[src/rtl/rv32i_fetch_unit.sv]
// rv32i_fetch_unit
//
// Instruction-fetch initiator for rv32i_core. Issues sequential word fetches on
// the instr req/gnt/rvalid interface, buffers returned words with their PCs in a
// small FIFO and hands them to decode over a valid/ready interface. A redirect
// flushes the buffer and drops the responses of every fetch already in flight.
//
// Parameters:
//   BOOT_ADDR        first fetch address after reset (word aligned)
//   FIFO_DEPTH       instruction buffer entries (power of two, >= 2)
//   MAX_OUTSTANDING  granted-but-unanswered fetch limit (<= FIFO_DEPTH)
//
// Ports:
//   clk, rst_ni                clock, asynchronous active-low reset
//   fetch_en_i                 permit issuing new fetches
//   redirect_i, redirect_pc_i  one-cycle redirect strobe and target PC
//   instr_req_o/gnt_i/addr_o   fetch request channel
//   instr_rvalid_i/rdata_i     fetch response channel (in order)
//   instr_valid_o/ready_i      decode handshake for the buffer head
//   instr_rdata_o, instr_pc_o  head instruction word and its PC
//   perf_fetch_cnt_o           delivered instructions
//   perf_discard_cnt_o         dropped responses plus flushed entries
//
// Optional feature: define IFU_PERF_CNT_EN to build the two performance
// counters; otherwise both perf outputs are tied to zero.

module rv32i_fetch_unit #(
    parameter logic [31:0] BOOT_ADDR       = 32'h0000_0000,
    parameter int unsigned FIFO_DEPTH      = 4,
    parameter int unsigned MAX_OUTSTANDING = 2
) (
    input  logic        clk,
    input  logic        rst_ni,
    input  logic        fetch_en_i,
    input  logic        redirect_i,
    input  logic [31:0] redirect_pc_i,
    output logic        instr_req_o,
    input  logic        instr_gnt_i,
    output logic [31:0] instr_addr_o,
    input  logic        instr_rvalid_i,
    input  logic [31:0] instr_rdata_i,
    output logic        instr_valid_o,
    input  logic        instr_ready_i,
    output logic [31:0] instr_rdata_o,
    output logic [31:0] instr_pc_o,
    output logic [31:0] perf_fetch_cnt_o,
    output logic [31:0] perf_discard_cnt_o
);

    localparam int unsigned PtrW = (FIFO_DEPTH > 1) ? $clog2(FIFO_DEPTH) : 1;
    localparam int unsigned CntW = $clog2(FIFO_DEPTH + 1);
    localparam int unsigned OutW = $clog2(MAX_OUTSTANDING + 1);

    // Request channel state. req_addr_q is the address on the bus; fetch_pc_q
    // is the address the next launched request will carry. Keeping them apart
    // lets a redirect retarget fetch_pc_q while an ungranted request holds its
    // old address.
    logic            req_q, req_d;
    logic [31:0]     req_addr_q, req_addr_d;
    logic [31:0]     fetch_pc_q, fetch_pc_d;
    // Set while the pending ungranted request predates a redirect.
    logic            stale_q, stale_d;

    // Response tracking.
    logic [OutW-1:0] outst_q, outst_d;
    logic [OutW-1:0] discard_q, discard_d;
    logic [31:0]     resp_pc_q, resp_pc_d;

    // Instruction buffer.
    logic [31:0]     data_mem_q [FIFO_DEPTH];
    logic [31:0]     pc_mem_q   [FIFO_DEPTH];
    logic [PtrW-1:0] wr_ptr_q, wr_ptr_d;
    logic [PtrW-1:0] rd_ptr_q, rd_ptr_d;
    logic [CntW-1:0] cnt_q, cnt_d;

    logic            accept;
    logic            rvalid_ok;
    logic            drop;
    logic            push;
    logic            pop;
    logic            can_issue;
    logic            launch;
    logic [31:0]     redirect_pc;

    logic            unused_redirect_lsb;
    assign unused_redirect_lsb = ^redirect_pc_i[1:0];

    assign redirect_pc = {redirect_pc_i[31:2], 2'b00};

    // Handshake qualifiers. An rvalid with nothing outstanding is a protocol
    // error (e.g. a late response after reset) and is ignored entirely.
    always_comb begin
        accept    = req_q && instr_gnt_i;
        rvalid_ok = instr_rvalid_i && (outst_q != '0);
        drop      = rvalid_ok && ((discard_q != '0) || redirect_i);
        push      = rvalid_ok && !drop;
        pop       = instr_valid_o && instr_ready_i && !redirect_i;
    end

    // Outstanding count and discard bookkeeping.
    always_comb begin
        outst_d   = outst_q;
        discard_d = discard_q;
        stale_d   = stale_q;

        if (accept && !rvalid_ok) begin
            outst_d = outst_q + OutW'(1);
        end else if (!accept && rvalid_ok) begin
            outst_d = outst_q - OutW'(1);
        end

        if (rvalid_ok && (discard_q != '0)) begin
            discard_d = discard_q - OutW'(1);
        end
        if (accept && stale_q) begin
            discard_d = discard_d + OutW'(1);
            stale_d   = 1'b0;
        end

        // Everything in flight after this cycle belongs to the old stream,
        // including a fetch granted in this very cycle.
        if (redirect_i) begin
            discard_d = outst_d;
            stale_d   = req_q && !instr_gnt_i;
        end
    end

    // FIFO pointers and occupancy; a redirect flushes and wins over push/pop.
    always_comb begin
        wr_ptr_d = wr_ptr_q;
        rd_ptr_d = rd_ptr_q;
        cnt_d    = cnt_q;
        if (redirect_i) begin
            wr_ptr_d = '0;
            rd_ptr_d = '0;
            cnt_d    = '0;
        end else begin
            if (push) begin
                wr_ptr_d = wr_ptr_q + PtrW'(1);
            end
            if (pop) begin
                rd_ptr_d = rd_ptr_q + PtrW'(1);
            end
            if (push && !pop) begin
                cnt_d = cnt_q + CntW'(1);
            end else if (!push && pop) begin
                cnt_d = cnt_q - CntW'(1);
            end
        end
    end

    // Response PC tracks the next word that will be pushed.
    always_comb begin
        resp_pc_d = resp_pc_q;
        if (redirect_i) begin
            resp_pc_d = redirect_pc;
        end else if (push) begin
            resp_pc_d = resp_pc_q + 32'd4;
        end
    end

    // Request launch. The condition is evaluated on post-update counts so the
    // request about to appear on the bus always has both an outstanding slot
    // and a reserved buffer entry once granted.
    always_comb begin
        can_issue = fetch_en_i
                    && (32'(outst_d) < MAX_OUTSTANDING)
                    && ((32'(cnt_d) + 32'(outst_d)) < FIFO_DEPTH);
        launch    = (!req_q || accept) && can_issue;

        req_d      = req_q && !accept;
        req_addr_d = req_addr_q;
        fetch_pc_d = redirect_i ? redirect_pc : fetch_pc_q;

        if (launch) begin
            req_d      = 1'b1;
            req_addr_d = redirect_i ? redirect_pc : fetch_pc_q;
            fetch_pc_d = req_addr_d + 32'd4;
        end
    end

    always_ff @(posedge clk or negedge rst_ni) begin
        if (!rst_ni) begin
            req_q      <= 1'b0;
            req_addr_q <= BOOT_ADDR;
            fetch_pc_q <= BOOT_ADDR;
            stale_q    <= 1'b0;
            outst_q    <= '0;
            discard_q  <= '0;
            resp_pc_q  <= BOOT_ADDR;
            wr_ptr_q   <= '0;
            rd_ptr_q   <= '0;
            cnt_q      <= '0;
        end else begin
            req_q      <= req_d;
            req_addr_q <= req_addr_d;
            fetch_pc_q <= fetch_pc_d;
            stale_q    <= stale_d;
            outst_q    <= outst_d;
            discard_q  <= discard_d;
            resp_pc_q  <= resp_pc_d;
            wr_ptr_q   <= wr_ptr_d;
            rd_ptr_q   <= rd_ptr_d;
            cnt_q      <= cnt_d;
        end
    end

    // Buffer storage needs no reset: entries are only observed while counted.
    always_ff @(posedge clk) begin
        if (push) begin
            data_mem_q[wr_ptr_q] <= instr_rdata_i;
            pc_mem_q[wr_ptr_q]   <= resp_pc_q;
        end
    end

    always_comb begin
        instr_req_o   = req_q;
        instr_addr_o  = req_addr_q;
        instr_valid_o = (cnt_q != '0);
        instr_rdata_o = instr_valid_o ? data_mem_q[rd_ptr_q] : 32'h0;
        instr_pc_o    = instr_valid_o ? pc_mem_q[rd_ptr_q]   : 32'h0;
    end

`ifdef IFU_PERF_CNT_EN
    logic [31:0] perf_fetch_q, perf_fetch_d;
    logic [31:0] perf_discard_q, perf_discard_d;

    always_comb begin
        perf_fetch_d   = perf_fetch_q + {31'd0, pop};
        perf_discard_d = perf_discard_q + {31'd0, drop};
        if (redirect_i) begin
            perf_discard_d = perf_discard_d + 32'(cnt_q);
        end
    end

    always_ff @(posedge clk or negedge rst_ni) begin
        if (!rst_ni) begin
            perf_fetch_q   <= 32'h0;
            perf_discard_q <= 32'h0;
        end else begin
            perf_fetch_q   <= perf_fetch_d;
            perf_discard_q <= perf_discard_d;
        end
    end

    assign perf_fetch_cnt_o   = perf_fetch_q;
    assign perf_discard_cnt_o = perf_discard_q;
`else
    assign perf_fetch_cnt_o   = 32'h0;
    assign perf_discard_cnt_o = 32'h0;
`endif

endmodule
[config.mk]
export PLATFORM = sky130hd
export DESIGN_NAME = rv32i_fetch_unit
export DESIGN_NICKNAME = d
export VERILOG_FILES = /design/src/rtl/rv32i_fetch_unit.sv
export SDC_FILE = /design/constraint.sdc
export NUM_CORES = 1
export LEC_CHECK = 0
export BUFFER_PORTS_ARGS = -buffer_cell sky130_fd_sc_hd__buf_4
export CORE_ASPECT_RATIO = 1.1
export CORE_MARGIN = 2
export CORE_UTILIZATION = 59
export CTS_BUF_LIST = sky130_fd_sc_hd__clkbuf_2
export CTS_CLUSTER_DIAMETER = 150
export DETAILED_ROUTE_END_ITERATION = 16
export PLACE_DENSITY = 0.82
export SLEW_MARGIN = 20
export SYNTH_ARGS = -nofsm -noshare
export SYNTH_HDL_FRONTEND = slang
export SYNTH_SLANG_ARGS = --single-unit
[constraint.sdc]
create_clock -name clk -period 3.85 [get_ports clk]
set_input_delay 0.9625 -clock clk [delete_from_list [all_inputs] [get_ports clk]]
set_output_delay 0.9625 -clock clk [all_outputs]
set_load 0.03 [all_outputs]
# Yosys cells after proc, flatten, opt, wreduce, memory -nomap -nowiden
# Memory sizes are Yosys's and may differ from the RTL's.
# Cells that the tools add are included.
dict set report totals {
  regBits 109
  ram_bits 256
  input_bits 71
  output_inout_bits 162
  wordCells 81
  mem_count 2
}
dict set report classes {
  add_sub_neg 11
  order_cmp 2
  muxes 23
  n_reduce_logical 33
}
# name words width read_ports rd_clocked_by_memory_dff wr line_no
set memory_table {}
lappend memory_table {data_mem_q 4 32 1 0 1 70} ;# logic [31:0] data_mem_q [FIFO_DEPTH];
lappend memory_table {pc_mem_q 4 32 1 0 1 71} ;# logic [31:0] pc_mem_q [FIFO_DEPTH];
# operator count
set ops {}
lappend ops {{$mux W32} 6}
lappend ops {{$add A32 B3 Y32 const B} 2}
lappend ops {{$mux W2} 9}
lappend ops {{$logic_and A1 B1 Y1} 17}
lappend ops {{$reduce_bool A2 Y1} 5}
lappend ops {{$mux W3} 3}
lappend ops {{$add A2 B1 Y2 const B} 4}
lappend ops {{$logic_not A1 Y1} 8}
lappend ops {{$mux W1} 5}
lappend ops {{$add A3 B2 Y4} 1}
lappend ops {{$lt A4 B3 Y1 const B} 1}
lappend ops {{$sub A2 B1 Y2 const B} 2}
lappend ops {{$add A3 B1 Y3 const B} 1}
lappend ops {{$reduce_bool A3 Y1} 1}
lappend ops {{$sub A3 B1 Y3 const B} 1}
lappend ops {{$logic_or A1 B1 Y1} 2}
lappend ops {{$lt A2 B2 Y1 const B} 1}

# Longest topological paths before layout
# Gate-level depths: netlist of the first run.
dict set report logic_depth {
  word_depth 15
  depth_mapped 16
  ltp_nobuf 14
}

# Worst setup path before layout of the first run
# No wires, ideal clock.
dict set report synth_path {
  path_kind {input -> register}
  start {input port redirect_i}
  end {register fetch_pc_q[18]}
  setup_ps 127
  t_arrival_ps 3902
  required_time_ps 3723
  slack_ps -179
  stages 14
  path_buffers 6
  cell_sequence {buf_2 -> buf_2 -> buf_4 -> clkbuf_1 -> buf_1 -> buf_1 -> nor3_1 -> ha_1 -> nor2b_1 -> o221a_2 -> o21ai_2 -> or3_4 -> or3_1 -> xor2_1}
}
dict set report synth_between {
  elab_chain_len 14
  word_cells_on_any_way 20
  classes_between {add/sub: 2; order compare: 1; mux: 5; reduce/logical: 12}
}
# item line_no
set synth_rtl {}
lappend synth_rtl {{from (decl)} 35} ;# input logic redirect_i,
lappend synth_rtl {{$logic_or A1 B1 Y1} 95} ;# drop = rvalid_ok && ((discard_q != '0) || redirect_i);
lappend synth_rtl {{$logic_and A1 B1 Y1} 95}
lappend synth_rtl {{$logic_not A1 Y1} 96} ;# push = rvalid_ok && !drop;
lappend synth_rtl {{$logic_and A1 B1 Y1} 96}
lappend synth_rtl {{$logic_not A1 Y1} 146} ;# end else if (!push && pop) begin
lappend synth_rtl {{$logic_and A1 B1 Y1} 146}
lappend synth_rtl {{$mux W3} 146}
lappend synth_rtl {{$mux W3} 144} ;# if (push && !pop) begin
lappend synth_rtl {{$mux W3 *} 133} ;# if (redirect_i) begin
lappend synth_rtl {{via cnt_d[1]} 74} ;# logic [CntW-1:0] cnt_q, cnt_d;
lappend synth_rtl {{$add A3 B2 Y4 *} 168} ;# && ((32'(cnt_d) + 32'(outst_d)) < FIFO_DEPTH);
lappend synth_rtl {{$lt A4 B3 Y1 *} 168}
lappend synth_rtl {{$logic_and A1 B1 Y1 *} 168}
lappend synth_rtl {{$logic_and A1 B1 Y1 *} 169} ;# launch = (!req_q || accept) && can_issue;
lappend synth_rtl {{$mux W32 *} 175} ;# if (launch) begin
lappend synth_rtl {{via fetch_pc_d[18]} 60} ;# logic [31:0] fetch_pc_q, fetch_pc_d;
lappend synth_rtl {{to (signal assigned)} 197} ;# fetch_pc_q <= fetch_pc_d;
lappend synth_rtl {{to (decl)} 60}
# The timed path passes the listed nets; every way through them passes the cells marked *.
# A chain may end at the register's enable or synchronous reset.

# Worst setup path after layout of the first run
dict set report layout_path {
  start {register rd_ptr_q[0]}
  end {output port instr_rdata_o[13]}
}
dict set report layout_between {
  elab_chain_len 2
}
# item line_no
set layout_rtl {}
lappend layout_rtl {{from (decl)} 73} ;# logic [PtrW-1:0] rd_ptr_q, rd_ptr_d;
lappend layout_rtl {{from (signal assigned)} 203} ;# rd_ptr_q <= rd_ptr_d;
lappend layout_rtl {{$mem_v2 Z4 W32} -}
lappend layout_rtl {{$mux W32} 220} ;# instr_rdata_o = instr_valid_o ? data_mem_q[rd_ptr_q] : 32'h0;
lappend layout_rtl {{to (decl)} 44} ;# output logic [31:0] instr_rdata_o,
# No other way between the ends.

==> results of run 1 <==
==> metrics by stage <==
stage	instances	utilization	cell area, sq um	setup WS [ns]
6_report	1702	0.6859	17770	0.1808
2_1_floorplan	1113	-	15640	0.02828
5_1_grt	1702	0.6859	17770	0.01129
3_5_place_dp	1548	0.6551	16970	0.2539
3_3_place_gp	1548	0.6551	16970	0.3148
4_1_cts	1701	0.6858	17770	0.04961
==> worst max-delay path: cells and delay by family (launching register included) <==
kind,cells,cell delay [ns]
mux,1,0.53
buf+inv,2,0.46
simple gates,1,0.17
flops,1,0.67
==> final cells by class <==
type	instances	area share
diodes	1	0.0001408
clock buffers	122	0.03436
clock inverters	30	0.008941
inverters	17	0.003591
multi-input cells	629	0.2680
flip-flops and latches	355	0.5700
well taps	352	0.02478
repair buffers	196	0.09026
==> what timing repair did <==
action                     CTS  global route
hold endpoints to repair     0             0
hold buffers                 0             0
setup buffers                1             0
setup endpoints to repair   41             0
==> synthesized netlist by cell type (10+ instances only) <==
master,count
and3_1,14
nor3_1,11
xor2_1,32
nand4_1,10
buf_4,69
a21oi_1,10
nor2_1,29
xnor2_1,29
edfxtp_1,248
buf_1,10
inv_1,15
and2_1,62
o21ai_0,56
dfrtp_1,107
ha_1,12
clkbuf_1,26
nand3_1,24
a21boi_0,14
mux4_2,62
nand2_1,106
==> worst min-delay path by stage <==
stage | to | depth (start not counted)
after global placement | instr_addr_o[2] | 2
after detailed placement | instr_addr_o[3] | 2
final | fetch_pc_q[20] | 1
after CTS | instr_addr_o[29] | 1
after global routing | fetch_pc_q[20] | 1
after floorplan | fetch_pc_q[0] | 1
==> routing by layer <==
| metal | vias to the layer above | track usage |
|---|---|---|
| met5 | - | 0 |
| met4 | 0 | 0.08108 |
| met3 | 54 | 0.04950 |
| met2 | 340 | 0.3634 |
| met1 | 4523 | 0.2993 |
| li1 | 4260 | - |
==> logic make-up (layout without fill, tap and decap cells) <==
group | count (synthesis) | after routing | share of synthesized area
AOI/OAI and AO/OA | 115 | 115 | 0.04537
xor gates and xnor gates | 62 | 62 | 0.03618
adders and majority gates | 13 | 13 | 0.01041
buffers and inverters | 129 | 365 | 0.04927
DFF | 355 | 355 | 0.6579
muxes | 71 | 71 | 0.09773
other | 1 | 67 | 0.0002437
and+or+nand+nor | 302 | 302 | 0.1029
==> state kept, by name (all words and copies together) (netlist names), 2 cells and up <==
name and flops:
pc_mem_q 120, wr_ptr_q 2, cnt_q 3, instr_addr_o 32
rd_ptr_q 2, resp_pc_q 30, outst_q 2, fetch_pc_q 32
discard_q 2, data_mem_q 128
==> report_power, final <==
group	switching [W]	internal [W]
Clock	0.00144	0.000927
Sequential	0.000293	0.00451
Combinational	0.00301	0.00199
==> impl_metrics.env, run 1 <==
export IMPL_status="finished, final reports clean"
export IMPL_avgViaCountPerCell=5.392
export IMPL_drt_iter0_drc=489
export IMPL_grt_util_all_layers=0.2235
export IMPL_top_layer_used="met4"
export IMPL_synth_area_leaders="edfxtp_1 (48%), dfrtp_1 (17%), mux4_2 (9.1%)"
export IMPL_register_area_sq_mm=0.01013
export IMPL_design_core_area_sq_mm=0.02591
export IMPL_cts_made_buffers=83
export IMPL_gr_total_overflow=0
export IMPL_ir_drop_mv=0.5240
export IMPL_syn2layout_area_growth_pct=15.49
export IMPL_routed_wl_um=30290
export IMPL_cts_tree="done"
export IMPL_grt_pass1_vias=9187
export IMPL_r2r_start="outst_q[1]"
export IMPL_clk_latency_ns=0.87
export IMPL_initial_core_util=0.5939
export IMPL_path_clk_slew_ns=0.14
export IMPL_final_common_cell="edfxtp_1"
export IMPL_critPathSlowestCell="dfrtp_4"
export IMPL_io_pins=233
export IMPL_gp_congestion=0.8385
export IMPL_cts_root_buf="clkbuf_2"
export IMPL_cellPowerDensity_mw_per_mm2=684.8
export IMPL_drive_above_1_share=0.3113
export IMPL_cts_resized=0
export IMPL_antenna_found_initial=1
export IMPL_max_slew_worst_pin_slew_ns=0.8252
export IMPL_finalPower_w=0.01217
export IMPL_setup_violations_final=0
export IMPL_drv_cap=0
export IMPL_dp_hpwl_um=20040
export IMPL_cp_arrival_ns=2.71
export IMPL_cts_sinks=355
export IMPL_netlist_area_sq_mm=0.01539
export IMPL_synth_seq_cells=355
export IMPL_clock_fmax_ghz=0.2725
export IMPL_max_stage_delay_ns=0.67
export IMPL_grt_max_degree=67
export IMPL_crit_fanout=14
export IMPL_synth_top_area_cell="edfxtp_1"
export IMPL_drtPass1Iterations=5
export IMPL_syn_area_per_cell_sq_um=14.68
export IMPL_yosysWarnings=0
export IMPL_hp_class="input port to async pin"
export IMPL_cpMostUsedCell="buf_4"
export IMPL_io_buffers=164
export IMPL_multi_input_area_sq_mm=0.004762
export IMPL_crit_path_start_kind="register"
export IMPL_reg2regPathDepth=11
export IMPL_fin_tns_setup_ns=0
export IMPL_synth_edf_count=248
export IMPL_reg2reg_to="fetch_pc_q[18]"
export IMPL_dr_wl_met2_um=14990
export IMPL_die_height_um=173.4
export IMPL_clockBufferDepth=3
export IMPL_skew_ns=0.07452
export IMPL_layout_common_cells="edfxtp_1 (248), buf_4 (186), clkbuf_2 (122), nand2_1 (106), dfrtp_1 (105)"
export IMPL_synthFlopType="edfxtp_1"
export IMPL_nNetsFinal=1365
export IMPL_synth_cell_type_count=64
export IMPL_worstPathCellList="buf_4 -> mux4_2 -> and2_1 -> buf_4"
export IMPL_max_slew_margin=0.4498
export IMPL_required_ns=2.89
export IMPL_grt_pass1_wl_um=47400
export IMPL_drt_met1_wl_um=12450
export IMPL_leakage_nw=6.884
export IMPL_slew_viol_final=0
export IMPL_die_w_um=158.0
export IMPL_grt_setup_unrepaired="no"
export IMPL_worstSetupPathType="register to output pin"
export IMPL_cts_max_level=3
export IMPL_met3WireLength_um=2209
export IMPL_critPathLaunch="rd_ptr_q[0]"
export IMPL_ant_nets=0
export IMPL_synth_top_cell_area_share=0.4839
export IMPL_routedWlPerCell_um=17.79
export IMPL_n_fill_cell=1908
export IMPL_endpoint_kind="output pin"
export IMPL_die_area_sq_mm=0.02739
export IMPL_timing_critical_path_to="instr_rdata_o[13]"
export IMPL_num_vias=9177
export IMPL_num_rows=62
export IMPL_r2r_slack_ns=0.69
export IMPL_synthArstFlopShare=0.3014
export IMPL_syn_inst=1048
export IMPL_fin_hold_ws_ns=0.1791
export IMPL_finalHoldViolCount=0
export IMPL_drc=0
export IMPL_ys_seq_area_frac=0.6579
export IMPL_min_period_ns=3.669
export IMPL_period_share=0.9530
Note: power is estimated with default switching activity, not from simulation.
==> inputs of run 2 (changes only) <==
--- a/config.mk
+++ b/config.mk
@@ -12,7 +12,7 @@
 export CTS_BUF_LIST = sky130_fd_sc_hd__clkbuf_2
 export CTS_CLUSTER_DIAMETER = 150
 export DETAILED_ROUTE_END_ITERATION = 16
-export PLACE_DENSITY = 0.82
+export PLACE_DENSITY_LB_ADDON = 0.1
 export SLEW_MARGIN = 20
 export SYNTH_ARGS = -nofsm -noshare
 export SYNTH_HDL_FRONTEND = slang
==> constraint.sdc (replaced) <==
create_clock -name clk -period 3.85 [get_ports clk]
set_input_delay 0.9625 -clock clk [delete_from_list [all_inputs] [get_ports clk]]
set_output_delay 0.9625 -clock clk [all_outputs]
set_load 0.01 [all_outputs]
==> run 2 against run 1 <==
Compared with the run above:
- critical path depth did not move
- cell count shrank 0.59%
- worst setup slack better by 0.086 ns
- die area unchanged
- final area shrank 0.36%
- register-to-register slack improved by 0.02 ns
- largest cell class unchanged
==> impl_metrics.env, run 2 (synthesis gave the netlist of run 1 again) <==
export IMPL_clock_fmax_ghz=0.2791
export IMPL_num_vias=9064
export IMPL_grt_util_all_layers=0.2263
export IMPL_max_slew_worst_pin_slew_ns=0.8477
export IMPL_reg_largest_list="data_mem_q (128), pc_mem_q (120)"
export IMPL_die_height_um=173.4
export IMPL_gp_congestion=0.8474
export IMPL_nNetsFinal=1364
export IMPL_initial_core_util=0.5939
export IMPL_p_sw_frac=0.3354
export IMPL_stdcell_count=1692
export IMPL_place_area_sq_mm=0.01693
export IMPL_fin_tns_setup_ns=0
export IMPL_num_rows=62
export IMPL_critPathSlowestCell="dfrtp_2"
export IMPL_routed_wl_um=29950
export IMPL_status="finished, final reports clean"
export IMPL_hp_class="input port to async pin"
export IMPL_worstSetupPathType="register to output pin"
export IMPL_fin_hold_ws_ns=0.2172
export IMPL_cp_arrival_ns=2.62
export IMPL_cpMostUsedCell="buf_4"
export IMPL_required_ns=2.89
export IMPL_regMostFlops="data_mem_q"
export IMPL_cts_sinks=355
export IMPL_grt_pass1_vias=9241
export IMPL_dp_cells=1542
export IMPL_cts_made_buffers=86
export IMPL_die_w_um=158.0
export IMPL_clockBufferDepth=3
export IMPL_die_area_sq_mm=0.02739
export IMPL_seqPwrFrac=0.429
export IMPL_grt_pass1_wl_um=48090
export IMPL_io_buffers=164
export IMPL_design_core_area_sq_mm=0.02591
export IMPL_cts_tree="done"
export IMPL_crit_path_start_kind="register"
export IMPL_period_share=0.9306
export IMPL_drv_cap=0
export IMPL_path_clk_slew_ns=0.10
export IMPL_worstPathCellList="buf_4 -> mux4_2 -> and2_1 -> buf_4"
export IMPL_critPathLaunch="rd_ptr_q[1]"
export IMPL_drive_above_1_share=0.3077
export IMPL_grt_max_degree=67
export IMPL_cellPowerDensity_mw_per_mm2=627.7
export IMPL_ir_drop_mv=0.5158
export IMPL_largest_register_ffs=128
export IMPL_drt_iter0_drc=542
export IMPL_cts_resized=0
export IMPL_leakage_nw=6.844
export IMPL_io_pins=233
export IMPL_crit_fanout=18
export IMPL_max_stage_delay_ns=0.72
export IMPL_intPower_w=0.007388
export IMPL_drtPass1Iterations=4
export IMPL_clock_power_share=0.209
export IMPL_antenna_found_initial=1
export IMPL_routedWlPerCell_um=17.70
export IMPL_finalHoldViolCount=0
export IMPL_dp_hpwl_um=19140
export IMPL_grt_setup_unrepaired="no"
export IMPL_p_switching_w=0.003728
export IMPL_syn2layout_area_growth_pct=15.07
export IMPL_ant_nets=0
export IMPL_gr_total_overflow=0
export IMPL_skew_ns=0.06639
export IMPL_max_slew_margin=0.4349
export IMPL_min_period_ns=3.583
export IMPL_p_comb_frac=0.362
export IMPL_postLayoutCellArea_sq_mm=0.01771
export IMPL_cts_root_buf="clkbuf_2"
export IMPL_r2r_start="outst_q[1]"
export IMPL_final_common_cell="edfxtp_1"
export IMPL_setup_violations_final=0
export IMPL_clk_latency_ns=0.85
export IMPL_drc=0
export IMPL_endpoint_kind="output pin"
export IMPL_layout_common_cells="edfxtp_1 (248), buf_4 (182), clkbuf_2 (123), nand2_1 (106), dfrtp_1 (105)"
export IMPL_avgViaCountPerCell=5.357
export IMPL_slew_viol_final=0
export IMPL_cts_max_level=3
-- run 2: area by class of cell --
type / instances / area, sq um
antenna: 1 / 2.502
clock buffer: 123 / 615.6
tap: 352 / 440.4
inverter: 17 / 63.81
sequential: 355 / 10130
timing repair buffer: 192 / 1567
fill: 1966 / 8202
clock inverter: 23 / 127.6
multi-input combinational: 629 / 4762
-- run 2: power by group through the flow --
| stage | combinational [W] | clock [W] | sequential, W |
|---|---|---|---|
| 4_1_cts | 0.00409 | 0.00242 | 0.00478 |
| 2_1_floorplan | 0.00240 | 0 | 0.00483 |
| 6_report | 0.00402 | 0.00232 | 0.00477 |
| 5_1_grt | 0.00443 | 0.00262 | 0.00483 |
| 3_3_place_gp | 0.00394 | 0 | 0.00489 |
| 3_5_place_dp | 0.00399 | 0 | 0.00490 |
-- run 2: worst max-delay path: cells and delay by family, from the launching register on --
kind / cells / cell delay [ns]
DFF: 1 / 0.72
and+or+nand+nor: 1 / 0.17
buffers and inverters: 2 / 0.52
muxes: 1 / 0.36
-- run 2: worst paths after layout --
check	to	slack, ns	depth (start not counted)
min in group clk	data_mem_q[3][5]	0.31	1
worst max register to register	fetch_pc_q[18]	0.71	11
max in group asynchronous	resp_pc_q[31]	2.88	2
worst min register to register	instr_addr_o[10]	0.49	2
worst min-delay path	outst_q[0]	0.22	1
worst max-delay path	instr_pc_o[3]	0.27	4
-- run 2: what timing repair did --
action / CTS / global route
setup endpoints to repair: 8 / 0
setup buffers: 3 / 0
hold buffers: 0 / 0
-- run 2: per-layer routing --
| metal | global-route usage | wire, um | up-vias | share of wire |
|---|---|---|---|---|
| met5 | 0 | 0 | - | 0 |
| met4 | 0.07470 | 482 | 0 | 0.016 |
| met3 | 0.04550 | 1930 | 42 | 0.064 |
| met2 | 0.3620 | 14460 | 299 | 0.48 |
| met1 | 0.3162 | 13080 | 4485 | 0.44 |
| li1 | - | - | 4238 | - |
-- run 2: through the flow --
step	worst slack (ns)	total power, W	util
CTS	0.1174	0.01128	0.6834
floorplan	0.02828	0.007239	-
global route	0.06633	0.01187	0.6835
detailed placement	0.2588	0.008892	0.6533
global placement	0.2832	0.008830	0.6533
finish	0.2670	0.01112	0.6835
